[src/rtl/router_pkg.sv]
// Shared types and constants for the router input channel.
package router_pkg;

  localparam int unsigned DEFAULT_DATA_W = 64;

  // Virtual channel indices, selected by cycle polarity
  localparam logic VC_EVEN = 1'b0;
  localparam logic VC_ODD  = 1'b1;

  typedef logic [DEFAULT_DATA_W-1:0] flit_t;

endpackage

[src/rtl/router_vc_fifo.sv]
// Single virtual-channel FIFO: DEPTH entries, combinational head/full/empty.
module router_vc_fifo #(
  parameter int unsigned DATA_W = 64,
  parameter int unsigned DEPTH  = 1
) (
  input  logic                           clk,
  input  logic                           reset,
  input  logic                           push,
  input  logic                           pop,
  input  logic [DATA_W-1:0]              push_data,
  output logic [DATA_W-1:0]              head_c,
  output logic [$clog2(DEPTH+1)-1:0]     count,
  output logic                           full_c,
  output logic                           empty_c
);

  localparam int unsigned PTR_W = (DEPTH > 1) ? $clog2(DEPTH) : 1;
  localparam int unsigned CNT_W = $clog2(DEPTH + 1);

  logic [DATA_W-1:0] mem [DEPTH];
  logic [PTR_W-1:0]  wr_ptr;
  logic [PTR_W-1:0]  rd_ptr;
  logic              push_ok;
  logic              pop_ok;

  // Pointer advance with wrap at DEPTH (also correct for DEPTH == 1)
  function automatic logic [PTR_W-1:0] next_ptr(input logic [PTR_W-1:0] p);
    return (p == PTR_W'(DEPTH - 1)) ? '0 : p + PTR_W'(1);
  endfunction

  // Status and qualified handshakes
  always_comb begin
    full_c  = (count == CNT_W'(DEPTH));
    empty_c = (count == '0);
    push_ok = push && !full_c;
    pop_ok  = pop && !empty_c;
    head_c  = mem[rd_ptr];
  end

  // Pointer and occupancy state
  always_ff @(posedge clk) begin
    if (!reset) begin
      wr_ptr <= '0;
      rd_ptr <= '0;
      count  <= '0;
    end else begin
      if (push_ok) wr_ptr <= next_ptr(wr_ptr);
      if (pop_ok)  rd_ptr <= next_ptr(rd_ptr);
      case ({push_ok, pop_ok})
        2'b10:   count <= count + CNT_W'(1);
        2'b01:   count <= count - CNT_W'(1);
        default: count <= count;
      endcase
    end
  end

  // Storage; contents are don't-care after reset
  always_ff @(posedge clk) begin
    if (push_ok) mem[wr_ptr] <= push_data;
  end

endmodule

[src/rtl/router_input_channel.sv]
// Router input port with two polarity-alternating virtual channels.
// Optional simulation checks: define ROUTER_INPUT_CHANNEL_ASSERT_EN.
module router_input_channel #(
  parameter int unsigned DATA_W = router_pkg::DEFAULT_DATA_W,
  parameter int unsigned DEPTH  = 1
) (
  input  logic              clk,
  input  logic              reset,
  input  logic              polarity,
  input  logic              send,
  input  logic              blocked,
  input  logic [DATA_W-1:0] data_in,
  output logic              ready,
  output logic [DATA_W-1:0] data_out
);

  import router_pkg::*;

  localparam int unsigned CNT_W = $clog2(DEPTH + 1);

  logic              push_even, push_odd;
  logic              pop_even,  pop_odd;
  logic [DATA_W-1:0] head_even, head_odd;
  logic [CNT_W-1:0]  cnt_even,  cnt_odd;
  logic              full_even, full_odd;
  logic              empty_even, empty_odd;

  router_vc_fifo #(.DATA_W(DATA_W), .DEPTH(DEPTH)) u_vc_even (
    .clk(clk), .reset(reset), .push(push_even), .pop(pop_even),
    .push_data(data_in), .head_c(head_even), .count(cnt_even),
    .full_c(full_even), .empty_c(empty_even)
  );

  router_vc_fifo #(.DATA_W(DATA_W), .DEPTH(DEPTH)) u_vc_odd (
    .clk(clk), .reset(reset), .push(push_odd), .pop(pop_odd),
    .push_data(data_in), .head_c(head_odd), .count(cnt_odd),
    .full_c(full_odd), .empty_c(empty_odd)
  );

  // Link writes VC[polarity], switch reads VC[~polarity]
  always_comb begin
    push_even = 1'b0;
    push_odd  = 1'b0;
    pop_even  = 1'b0;
    pop_odd   = 1'b0;
    ready     = 1'b0;
    data_out  = '0;
    if (polarity == VC_EVEN) begin
      ready     = reset && !full_even;
      push_even = send && ready;
      pop_odd   = reset && !blocked && !empty_odd;
      if (reset && (cnt_odd != '0)) data_out = head_odd;
    end else begin
      ready     = reset && !full_odd;
      push_odd  = send && ready;
      pop_even  = reset && !blocked && !empty_even;
      if (reset && (cnt_even != '0)) data_out = head_even;
    end
  end

`ifdef ROUTER_INPUT_CHANNEL_ASSERT_EN
  // Simulation-only protocol and occupancy checks
  always @(posedge clk) begin
    if (reset === 1'b1) begin
      if ($isunknown({polarity, send, blocked}))
        $error("router_input_channel: X on polarity/send/blocked");
      else if (send && !ready)
        $error("router_input_channel: flit dropped, data_in=%h", data_in);
      if ((cnt_even > CNT_W'(DEPTH)) || (cnt_odd > CNT_W'(DEPTH)))
        $fatal(1, "router_input_channel: VC count overflow");
      if ((pop_even && cnt_even == '0) || (pop_odd && cnt_odd == '0))
        $fatal(1, "router_input_channel: VC count underflow");
    end
  end
`else
`endif

endmodule

[config.mk]
export PLATFORM = sky130hd
export DESIGN_NAME = router_input_channel
export DESIGN_NICKNAME = d
export VERILOG_FILES = /design/src/rtl/router_pkg.sv /design/src/rtl/router_vc_fifo.sv /design/src/rtl/router_input_channel.sv
export SDC_FILE = /design/constraint.sdc
export NUM_CORES = 1
export LEC_CHECK = 0
export CAP_MARGIN = 5
export CORE_ASPECT_RATIO = 1.5
export CORE_UTILIZATION = 53
export CTS_CLUSTER_SIZE = 12
export DETAILED_ROUTE_END_ITERATION = 10
export PLACE_DENSITY = 0.82
export SLEW_MARGIN = 20
export SYNTH_ARGS = -nofsm -noshare
export SYNTH_HDL_FRONTEND = slang
export SYNTH_HIERARCHICAL = 1
export SYNTH_SLANG_ARGS = --single-unit
[constraint.sdc]
create_clock -name clk -period 11.4 [get_ports clk]
set_input_delay 1.14 -clock clk [delete_from_list [all_inputs] [get_ports clk]]
set_output_delay 1.14 -clock clk [all_outputs]
set_load 0.03 [all_outputs]
# Yosys cells after proc, flatten, opt, wreduce, memory -nomap -nowiden
# Memory sizes are Yosys's and may differ from the RTL's.
# Index checks and enable logic that the tools add are counted.
# classes
n_addsub	4
eq_ne	4
mux	14
n_reduce_logical	18
# ops
cell	n
$mux 64	3
$logic_and 1x1->1	13
$mux 1	9
$eq 2x1->1 const B	2
$eq 2x2->1 const B	2
$pmux 1 s2	2
$reduce_bool 2->1	2
$logic_not 1->1	3
$add 1x1->1 const B	2
$sub 1x1->1 const B	2
# totals
ff_bits	2
mem_bits_rw	128
in_bits	69
n_memories	2
# memory_table
memory	depth	width	read_ports	rd_ports_with_merged_regs	write_ports	line	rtl
u_vc_even.mem	1	64	1	0	1	router_vc_fifo.sv:20	logic [DATA_W-1:0] mem [DEPTH];
u_vc_odd.mem	1	64	1	0	1	router_vc_fifo.sv:20	

# Depth between registers and ports, before layout
# depth
depth_word	7
ltp_mapped	5
depth_no_buf	4

# Hierarchy
# Netlist, hierarchy kept.
# modules_own_cells
mod	instances	cells_each	area_each_um2	seq_area_each_um2
router_vc_fifo	2	70	1973.1	1941.9
router_input_channel	1	228	1415.1	0.0

# Least setup slack after synthesis
# OpenSTA, ideal clock, no wires.
# synth_timing
path_kind	in2reg
from	in polarity
to	mem u_vc_even.mem[0][0] (enable)
arrival_time_ps	4557
path_slack_ps	6350
stages	4
n_path_buf	1
cell_sequence	nand2b_1 buf_4 nor3b_1 nor2b_1
# synth_between
elab_chain_cells	4
# synth_lines
element	line	rtl
start: declaration	router_input_channel.sv:9	input logic polarity,
$mux 1	router_input_channel.sv:48	if (polarity == VC_EVEN) begin
net push_even	router_input_channel.sv:21	logic push_even, push_odd;
$logic_and 1x1->1	router_vc_fifo.sv:35	push_ok = push && !full_c;
net u_vc_even.push_ok	router_vc_fifo.sv:23	logic push_ok;
$mux 1	router_vc_fifo.sv:59	if (push_ok) mem[wr_ptr] <= push_data;
$mux 1 (not written as such)	router_vc_fifo.sv:59	
end: declaration	router_vc_fifo.sv:20	
# The timed path passes the listed nets, and every way through them passes these cells.

# Worst setup path in the final report
# layout_timing
from	in reset
to	out data_out[61]
# layout_between
elab_chain_cells	3
# layout_lines
element	line	rtl
start: declaration	router_input_channel.sv:8	input logic reset,
$logic_and 1x1->1, on equally long branches	router_input_channel.sv:52, router_input_channel.sv:57	
$mux 64, on equally long branches	router_input_channel.sv:52, router_input_channel.sv:57	
$mux 64 (*)	router_input_channel.sv:48	
end: declaration	router_input_channel.sv:14	output logic [DATA_W-1:0] data_out
# Mark *: on every way between the ends. The rest lies on a longest branch, timed or not.

==> flow_summary.ini <==
[outcome]
status = finished, violations left
violations = design-rule violations

[final_layout]
nNetsFinal = 564
antenna_cells = 0
syn_to_final_growth_pct = 36.0
fin_cells = 623
drive_above_1_share_pct = 17.1
filler_cell_count = 631

[timing]
layout_worst_path_cycle_share_pct = 43.7
setup_viol = 0
skew_ns = 0.00664
fin_setup_tns_ns = 0
hold_viol = 0
relSlewSlack_pct = 31.0
max_freq_mhz = 201
min_period_ns = 4.98
worstMarginPinSlew_ns = 1.04
drv_slew = 0
grt_setup_unrepaired = false

[power_and_ir_drop]
ir_worst_vdd_uv = 140
p_leak_uw = 0.00233
powerDensity_nw_per_um2 = 159

[detailed_routing]
ant_nets = 0
vias_per_cell = 5.58
vias = 3477
drtIter0Drc = 235
drt-total-wl_mm = 11.4
drtPass1Iterations = 7
post_drt_wl_per_cell_um = 18.3
drc = 12

[die]
ios = 134
floorplan.initialDensity_pct = 55.0
dieArea_um2 = 10500
fp.coreArea_um2 = 9740
num_rows = 44
dieHeight_um = 125
die_x_um = 84.1

[clock_tree]
ctsResizeCount = 0
hold_buffers = 0
cts_root_buf = clkbuf_16
cts.htree.levels = 4
path_clk_slew_ns = 0.05
cts.sinks = 130
cts_setup_buffers = 0
clk_path_buf_depth = 2
insertion_delay_ns = 0.41
cts_tree = yes
cts-buffers-inserted = 17

[place]
hpwl_mm = 6.91
port-buffer-count = 133
gp_congestion = 0.751
place_inst = 591

[setup_path]
cp_max_fo = 70
setup.worst_path.class = input pin to primary output
cp-end-kind = primary output
start_kind = input pin
required_ns = 10.26
cp.arrival_ns = 3.84

[grt]
grt_pass1_wl_mm = 18.1
antenna_found_initial = 0
grt_max_degree = 71
overflow = 0
grt_pass1_vias = 3659
grt_usage_pct = 23.2

[synth]
ys_ff_latch = 130
ys.warnings.count = 6
ys_types = 20
yosysSeqAreaShare_pct = 72.4
synth_cells = 368
synth_top_cell_by_area = edfxtp_1
yosys.area.top_type_share_pct = 71.7
synth_nets = 437
syn_area_per_cell_um2 = 14.6
syn_area_um2 = 5360
synthTopCellsByArea = edfxtp_1 (72%), o22ai_2 (12%), nand2_1 (9.2%), o22ai_1 (1.5%), buf_2 (1.2%)

[flow_run]
drv_cap = 0

[hold_path]
hold_class = flip-flop to flip-flop
registers in the layout, indices dropped and copies added (netlist names):
signal	count
u_vc_even/mem	64
u_vc_odd/mem	64
u_vc_even/count	1
u_vc_odd/count	1
report_power, final:
group / total [uW] / internal, uW / switching, uW
registers: 549 / 543 / 5.96
clock network: 520 / 339 / 181
logic: 86.5 / 38.3 / 48.2
critical path, cell delays in order:
cell and delay, ns:
buf_2 0.08, buf_4 0.59, nand2b_4 0.68, o22ai_1 0.51
clkdlybuf4s50_1 0.74
cells in the mapped netlist (all sizes together):
| cell type | number |
|---|---|
| o22ai | 63 |
| mux2i | 1 |
| clkbuf | 4 |
| nor3 | 2 |
| dfxtp | 2 |
| inv | 2 |
| nand2b | 1 |
| and2 | 1 |
| o211a | 2 |
| nor2b | 2 |
| o21ai | 1 |
| nand2 | 131 |
| edfxtp | 128 |
| buf | 25 |
| nor3b | 2 |
| nand4b | 1 |
worst paths after layout:
check,slack (ns),endpoint,start,depth (start not counted)
max,6.42,data_out[61],reset,5
min,0.67,u_vc_even/count$_SDFFE_PN0P_,u_vc_even/count$_SDFFE_PN0P_,2
max reg2reg,9.25,u_vc_odd/mem[0][59]$_DFFE_PP_,u_vc_odd/count$_SDFFE_PN0P_,3
min reg2reg,0.67,u_vc_even/count$_SDFFE_PN0P_,u_vc_even/count$_SDFFE_PN0P_,2
cell families after synthesis:
family / after synthesis / share of synthesized area, %
and+or+nand+nor: 140 / 10.3
DFF: 130 / 72.4
muxes: 1 / 0.187
AOI/OAI and AO/OA: 66 / 13.7
buffers and inverters: 31 / 3.45
layer usage:
metal | global-route usage, % | routed length (um)
met4 | 13.0 | 439
met3 | 6.47 | 524
met5 | 0 | 0
met1 | 25.2 | 4090
met2 | 40.5 | 6340
through the flow:
| stage | cell area [um2] | hold slack [ns] | total power (uW) | worst slack, ns | utilization (%) |
|---|---|---|---|---|---|
| after floorplan | 5360 | 0.527 | 602 | 6.35 | - |
| after global placement | 6720 | 0.615 | 642 | 6.45 | 68.9 |
| after detailed placement | 6720 | 0.647 | 645 | 6.45 | 68.9 |
| after CTS | 7290 | 0.658 | 1160 | 6.45 | 74.8 |
| after global routing | 7290 | 0.707 | 1190 | 6.28 | 74.8 |
| final | 7290 | 0.667 | 1160 | 6.42 | 74.8 |
cells in the final DEF, fill, tap and decap left out, types with 2 or more instances in the layout:
cell type	Yosys	final
buf_4	4	4
bufinv_16	0	3
clkbuf_1	4	2
clkbuf_16	0	17
clkdlybuf4s50_1	0	132
clkinv_1	0	3
clkinv_2	0	5
edfxtp_1	128	128
inv_1	2	2
nand2_1	131	130
nor2b_4	0	2
nor3_1	2	2
nor3b_1	2	2
o211a_1	2	2
o22ai_1	13	13
o22ai_2	50	50
final cells by class:
class | count | area, um2 | area share [%]
clock inverter | 13 | 143 | 1.96
sequential | 130 | 3880 | 53.3
inverter | 2 | 7.51 | 0.103
multi-input combinational | 207 | 1320 | 18.1
timing repair buffer | 137 | 1360 | 18.6
tap | 115 | 144 | 1.97
clock buffer | 19 | 433 | 5.94
(Power assumes the default switching activity.)
